### config.mk
export PLATFORM = sky130hd
export DESIGN_NAME = execute_memory_register
export DESIGN_NICKNAME = d
export VERILOG_FILES = /design/src/rtl/execute_memory_register.sv
export SDC_FILE = /design/constraint.sdc
export NUM_CORES = 1
export LEC_CHECK = 0
export CELL_PAD_IN_SITES_DETAIL_PLACEMENT = 1
export CELL_PAD_IN_SITES_GLOBAL_PLACEMENT = 2
export CORE_MARGIN = 1.5
export CORE_UTILIZATION = 33
export DETAILED_ROUTE_END_ITERATION = 7
export HOLD_SLACK_MARGIN = 0.1
export PLACE_DENSITY_LB_ADDON = 0.25
export SLEW_MARGIN = 20
export SYNTH_ARGS = -nofsm -noshare
export SYNTH_HDL_FRONTEND = slang
export SYNTH_SLANG_ARGS = --single-unit
### constraint.sdc
create_clock -name clk -period 3.9 [get_ports clk]
set_clock_uncertainty 0.15 [all_clocks]
set_input_delay 0.78 -clock clk [delete_from_list [all_inputs] [get_ports clk]]
set_output_delay 0.78 -clock clk [all_outputs]
set_load 0.005 [all_outputs]
### src/rtl/execute_memory_register.sv
// Execute-to-memory pipeline register: 2-entry skid buffer (main M drives outputs,
// skid S absorbs one entry of backpressure), forwarding tap and saturating stall counter.
module execute_memory_register #(
  parameter int unsigned DATA_WIDTH     = 16,
  parameter int unsigned REG_ADDR_WIDTH = 4,
  parameter int unsigned CNT_WIDTH      = 16
) (
  input  logic                      clk,
  input  logic                      rst_n,
  input  logic                      flush,
  input  logic                      in_valid,
  output logic                      in_ready,
  input  logic                      wbs_in,
  input  logic                      mm_in,
  input  logic                      wm_in,
  input  logic                      wme_in,
  input  logic [REG_ADDR_WIDTH-1:0] reg_dest_in,
  input  logic [DATA_WIDTH-1:0]     alu_result_in,
  input  logic [DATA_WIDTH-1:0]     store_data_in,
  output logic                      out_valid,
  input  logic                      out_ready,
  output logic                      wbs_out,
  output logic                      mm_out,
  output logic                      wm_out,
  output logic                      wme_out,
  output logic [REG_ADDR_WIDTH-1:0] reg_dest_out,
  output logic [DATA_WIDTH-1:0]     alu_result_out,
  output logic [DATA_WIDTH-1:0]     store_data_out,
  output logic                      fwd_valid,
  output logic [REG_ADDR_WIDTH-1:0] fwd_reg,
  output logic [DATA_WIDTH-1:0]     fwd_data,
  output logic [CNT_WIDTH-1:0]      stall_count
);

  typedef struct packed {
    logic                      wbs;
    logic                      mm;
    logic                      wm;
    logic                      wme;
    logic [REG_ADDR_WIDTH-1:0] reg_dest;
    logic [DATA_WIDTH-1:0]     alu_result;
    logic [DATA_WIDTH-1:0]     store_data;
  } entry_t;

  // Occupancy encodes the M/S valid bits; "S valid without M" has no encoding.
  typedef enum logic [1:0] {
    EMPTY = 2'd0,
    ONE   = 2'd1,
    FULL  = 2'd2
  } state_t;

  localparam logic [CNT_WIDTH-1:0] CNT_MAX = '1;

  state_t state, state_nxt;
  entry_t m_q, s_q, in_entry;
  logic   accept;
  logic   load_m_in, load_m_skid, load_s;

  assign in_entry = '{wbs: wbs_in, mm: mm_in, wm: wm_in, wme: wme_in,
                      reg_dest: reg_dest_in, alu_result: alu_result_in,
                      store_data: store_data_in};

  assign in_ready  = (state != FULL);
  assign accept    = in_valid & in_ready;
  assign out_valid = (state != EMPTY);

  // State register
  always_ff @(posedge clk or negedge rst_n) begin
    if (!rst_n) state <= EMPTY;
    else        state <= state_nxt;
  end

  // Next-state and payload load selection; flush overrides everything
  always_comb begin
    state_nxt   = state;
    load_m_in   = 1'b0;
    load_m_skid = 1'b0;
    load_s      = 1'b0;
    if (flush) begin
      state_nxt = EMPTY;
    end else begin
      case (state)
        EMPTY: begin
          if (accept) begin
            state_nxt = ONE;
            load_m_in = 1'b1;
          end
        end
        ONE: begin
          if (out_ready && accept) begin
            load_m_in = 1'b1;
          end else if (out_ready) begin
            state_nxt = EMPTY;
          end else if (accept) begin
            state_nxt = FULL;
            load_s    = 1'b1;
          end
        end
        FULL: begin
          if (out_ready) begin
            state_nxt   = ONE;
            load_m_skid = 1'b1;
          end
        end
        default: state_nxt = EMPTY;
      endcase
    end
  end

  // Payload storage; invalid entries keep their last data
  always_ff @(posedge clk or negedge rst_n) begin
    if (!rst_n) begin
      m_q <= '0;
      s_q <= '0;
    end else begin
      if (load_m_in)        m_q <= in_entry;
      else if (load_m_skid) m_q <= s_q;
      if (load_s)           s_q <= in_entry;
    end
  end

  // Saturating count of cycles the memory stage refuses a valid entry
  always_ff @(posedge clk or negedge rst_n) begin
    if (!rst_n) begin
      stall_count <= '0;
    end else if (out_valid && !out_ready && (stall_count != CNT_MAX)) begin
      stall_count <= stall_count + CNT_WIDTH'(1);
    end
  end

  assign wbs_out        = m_q.wbs & out_valid;
  assign mm_out         = m_q.mm  & out_valid;
  assign wm_out         = m_q.wm  & out_valid;
  assign wme_out        = m_q.wme & out_valid;
  assign reg_dest_out   = m_q.reg_dest;
  assign alu_result_out = m_q.alu_result;
  assign store_data_out = m_q.store_data;

  assign fwd_valid = wbs_out;
  assign fwd_reg   = m_q.reg_dest;
  assign fwd_data  = m_q.alu_result;

endmodule

### Yosys cells after proc, flatten, opt, wreduce, memory -nomap -nowiden

Index checks and enable logic that the tools add are counted.

* flip-flop bits (word level): 98
* output and inout port bits: 79
* input bits: 45

* mux-type cells: 20
* reductions and logical operators: 8
* add/subtract/negate cells: 1
* equal/unequal tests: 8
* bitwise operators: 5

Operator list (count)
* $mux W40: 2
* $add A16 B1 Y16 const B: 1
* $ne A16 B16 Y1 const B: 1
* $mux W2: 6
* $mux W1: 10
* $ne A3 B3 Y1 const B: 3
* $pmux W2 S3: 1
* $and A1 B1 Y1: 5
* $ne A4 B4 Y1 const B: 1
* $reduce_and A4 Y1: 1
* $reduce_bool A2 Y1: 2
* $logic_and A1 B1 Y1: 3
* $eq A2 B1 Y1 const B: 1
* $eq A2 B2 Y1 const B: 1
* $logic_not A2 Y1: 1
* $ne A2 B2 Y1 const B: 1
* $pmux W1 S2: 1
* $logic_not A1 Y1: 1

### Logic depth before layout (Yosys ltp)

* depth after elaboration: 7
* depth in mapped cells: 6
* depth with buffers taken out: 5

### Worst setup path before layout

OpenSTA, ideal clock, no wires.

* path type: input to register
* start point: input out_ready
* end point: register stall_count[12]
* setup time: 0.125 ns
* buffers on the path: 0
* stages on the path: 4
* setup slack: 1.832 ns
* arrival time: 1.794 ns
* path through: o21bai_4 -> or3_4 -> nor2_1 -> mux2_2

* word-level cells in the longest chain between the ends: 3

RTL lines
* from (decl): RTL line 21 `input logic out_ready,`
* $logic_not A1 Y1: RTL line 126 `end else if (out_valid && !out_ready && (stall_count != CNT_MAX)) begin`
* $logic_and A1 B1 Y1 (2 in series): RTL line 126
* to (signal assigned): RTL line 127 `stall_count <= stall_count + CNT_WIDTH'(1);`
* to (decl): RTL line 32 `output logic [CNT_WIDTH-1:0] stall_count`

Every way passes these cells.
A chain may end at the register's enable or synchronous reset.

### Final worst setup path

* start point: input flush
* end point: register s_q[12] (netlist bit)

* word-level cells in the longest chain between the ends: 1

RTL lines
* from (decl): RTL line 10 `input logic flush,`
* $mux W1: RTL line 79 `if (flush) begin`
* to (signal assigned): RTL line 118 `if (load_s) s_q <= in_entry;`
* to (decl): RTL line 55 `entry_t m_q, s_q, in_entry;`

Every way passes these cells.

==> impl_summary.md <==
CTS
The insertion delay of the later-clocked pin in the worst-skew pair is 0.35 ns. The cell at the root of the clock tree is sky130_fd_sc_hd__clkbuf_16. Clock-pin slew was measured on the worst setup and hold paths at 0.07 ns. The tree built by TritonCTS fans out to 98 sinks. The number of buffers created by CTS is 9. The clock passes through at most 2 buffers. The number of gates resized after CTS was 0.

After clock tree synthesis, the setup repair step added 0 buffers. CTS built an H-tree with a depth of 3. In this run, post-CTS hold repair placed 0 buffers. TritonCTS built the clock tree.

Critical path
The endpoint kind of the worst setup timing path is a flip-flop. The endpoint arrival time on the critical path is 2.90 ns. The type of origin of the critical path is an input port. STA puts the critical path data required time at 3.98 ns. Walking the worst path, the cells encountered are clkdlybuf4s50_1, nor3b_1, nand2_2, buf_4, mux2_2. The largest single stage delay on the critical path is 0.52 ns. The critical path is of the in2reg type. The cell with the largest stage delay on the worst path is sky130_fd_sc_hd__nor3b_1. The highest net fanout along the worst path is 17.

Power
The worst-case IR drop observed on VDD is 0.226 mV. The share of total power dissipated in the clock network is 0.292. Dividing total power by cell area gives a power density of 484 mW/mm². The internal power of the cells totals 2.10 mW. The share of total power dissipated in combinational logic is 0.223.

Of the total power, the share spent switching nets is 0.263. For this design the total switching power over the nets is 0.749 mW. Summed over all cells, the static leakage comes to 2.63 nW. The share of total power dissipated in sequential elements is 0.485.

Synth
The number of nets handed over by synthesis was 451. In the post-synthesis netlist, the biggest area contributors are sky130_fd_sc_hd__dfrtp_1 (54%), sky130_fd_sc_hd__mux2_2 (10%), sky130_fd_sc_hd__buf_4 (9.4%), sky130_fd_sc_hd__nand2_1 (7.0%), sky130_fd_sc_hd__a22oi_1 (6.6%). Of the post-synthesis cell area, the dominant cell type holds 0.541.

The cell type with the largest total area after synthesis is sky130_fd_sc_hd__dfrtp_1. The summed instance area of the synthesized netlist is 0.00453 mm². The Yosys step of the flow raised 0 warnings. The part of the Yosys area used for sequential elements is 0.541.

The mean area per synthesized cell is 11.2 µm². The count of cell types in the netlist is 33. The number of storage elements in the synthesis netlist is 98. The post-synthesis instance total is 405.

Final layout
The net total in the final layout is 521. The proportion of layout cells with a drive suffix above 1 is 0.165. The final instance area is 0.00588 mm². The flip-flop count of the largest register after layout is 40. The register bank with the most flops is s_q. The area added between synthesis and finish is 29.8%. 0 antenna diodes ended up in the layout.

Routing
Before antenna repair, the detailed router went through 4 iterations. In the routed design, unresolved DRC markers number 0. The post-detailed-route count of antenna-violating nets is 0.

The via-per-instance ratio is 4.82. The number of design-rule violations left by the first detailed-router iteration is 101. The via total after detailed routing is 3165. The final layout contains routed wiring with a total length of 10700 µm. The average routed wire per standard cell is 16.3 µm.

GRT
The first global-routing pass estimated 18000 µm of wire. The total overflow left after global routing is 0. The initial antenna violation count is 0. Entering global routing, the biggest net connects 78 pins.

The number of global-route vias before repair is 3433. The total track usage is 0.160.

Timing
In this run the tightest slew margin relative to its limit is 0.625. The shortest clock period the worst path allows after layout is 2.82 ns. Setup repair after global routing left no endpoint under its margin. Derived from the worst setup path, the maximum achievable clock frequency is 355 MHz.

In the finished design, the share of the clock period the worst path needs comes to 0.723. The final max-slew violation count is 0. The number of hold violations in the final report was 0. The count of endpoints failing setup in the final report is 0. The transition time of the tightest slew-check pin is 0.561 ns. The post-route setup TNS is 0 ns.

Die
In this run the vertical extent of the chip is 120 µm. The area of the core is 0.0133 mm². 124 I/O pins were placed. The die covers 0.0145 mm².

In this run the core area contains 42 standard-cell rows. The initial utilization of the core area, before any placement, comes to 0.340. The die span in x is 120 µm.

Worst hold path
The worst hold-check path type is in2async.

Run
Max-cap violations in this run came to 0.

Placed design
Summed over all nets, the half-perimeter wirelength after detailed placement is 7490 µm. The placer's final routability congestion estimate is 0.785. The placement-stage cell area is 0.00558 mm².

The number of port buffers is 123.

Outcome
The flow ran to the end, and the final reports show no timing, DRC or antenna violations.
==> per-stage QoR <==
step	hold slack, ns	std cells	total power [mW]	utilization	worst slack (ns)
4_1_cts	0.324	655	2.90	0.439	1.06
6_report	0.170	656	2.85	0.441	1.08
3_3_place_gp	0.304	639	2.01	0.418	0.805
2_1_floorplan	0.288	405	1.75	-	1.83
5_1_grt	0.178	656	3.02	0.441	0.938
3_5_place_dp	0.307	639	2.05	0.418	0.713
==> worst max-delay path, delay by kind of cell <==
kind | cells | cell delay (ns)
buffers and inverters | 2 | 0.86
AND/OR/NAND/NOR | 2 | 0.94
multiplexers | 1 | 0.30
==> cells in the mapped netlist (all sizes together) <==
cell type,instances
mux2,42
o31ai,1
inv,1
or2b,1
and2,1
nor4,4
o22a,1
a21oi,2
nand2b,1
buf,65
nor3b,2
ha,1
o21bai,1
nor2,7
or3,2
nand4,5
mux2i,2
dfrtp,98
nand3,4
a22oi,40
clkbuf,10
a31oi,1
xor2,13
nor4bb,1
nand2,85
nor3,6
or2,1
nor4b,2
nor2b,5
==> layout make-up <==
type	instances	area [µm²]
Fill cell	1440	7460
Sequential cell	98	2450
Tap cell	176	220
Timing Repair Buffer	134	1330
Clock buffer	12	246
Multi-Input combinational cell	231	1600
Inverter	1	3.75
Clock inverter	4	27.5
==> power by group through the flow <==
stage / Clock [mW] / Sequential, mW / Combinational, mW
floorplan: 0 / 1.36 / 0.395
global placement: 0 / 1.39 / 0.625
detailed placement: 0 / 1.40 / 0.643
CTS: 0.864 / 1.38 / 0.647
global route: 0.905 / 1.41 / 0.704
finish: 0.830 / 1.38 / 0.635
==> kinds of logic after synthesis <==
kind of cell	Yosys count	share of synthesized area
simple gates	127	0.133
fa+ha+maj	1	0.00276
buf+inv	76	0.112
flops	98	0.541
mux	44	0.109
xor+xnor	13	0.0251
compound gates	46	0.0775
==> metal layers <==
layer	wire, µm	part of all wire	track usage
met2	5450	0.51	0.272
met5	0	0	0
met4	219	0.020	0.0735
met1	4510	0.42	0.192
met3	513	0.048	0.0387
==> path summary, 6_finish.rpt <==
path | startpoint | to | slack, ns | depth (start not counted)
setup / recovery | flush | s_q[12] | 1.08 | 5
hold / removal | rst_n | s_q[39] | 0.17 | 1
setup reg to reg | state[1] | s_q[12] | 1.53 | 4
hold reg to reg | m_q[39] | m_q[39] | 0.32 | 2
max in group asynchronous | rst_n | alu_result_out[6] | 2.64 | 3
min in group clk | m_q[39] | m_q[39] | 0.32 | 2
==> layout by cell type (no fill, tap or decap), types with 2 or more instances in the layout <==
cell,count
sky130_fd_sc_hd__clkinvlp_4,3
sky130_fd_sc_hd__mux2i_1,2
sky130_fd_sc_hd__nor2_1,7
sky130_fd_sc_hd__buf_4,11
sky130_fd_sc_hd__xor2_1,13
sky130_fd_sc_hd__nand4_1,5
sky130_fd_sc_hd__mux2_2,42
sky130_fd_sc_hd__nand3_1,4
sky130_fd_sc_hd__nor3_1,6
sky130_fd_sc_hd__a22oi_1,40
sky130_fd_sc_hd__or3_4,2
sky130_fd_sc_hd__nand2_1,84
sky130_fd_sc_hd__dfrtp_1,98
sky130_fd_sc_hd__clkbuf_16,9
sky130_fd_sc_hd__clkdlybuf4s50_1,122
sky130_fd_sc_hd__nor3b_1,2
sky130_fd_sc_hd__clkbuf_1,2
sky130_fd_sc_hd__nor2b_1,5
sky130_fd_sc_hd__nor4_1,2
Note: power is estimated with default switching activity, not from simulation.
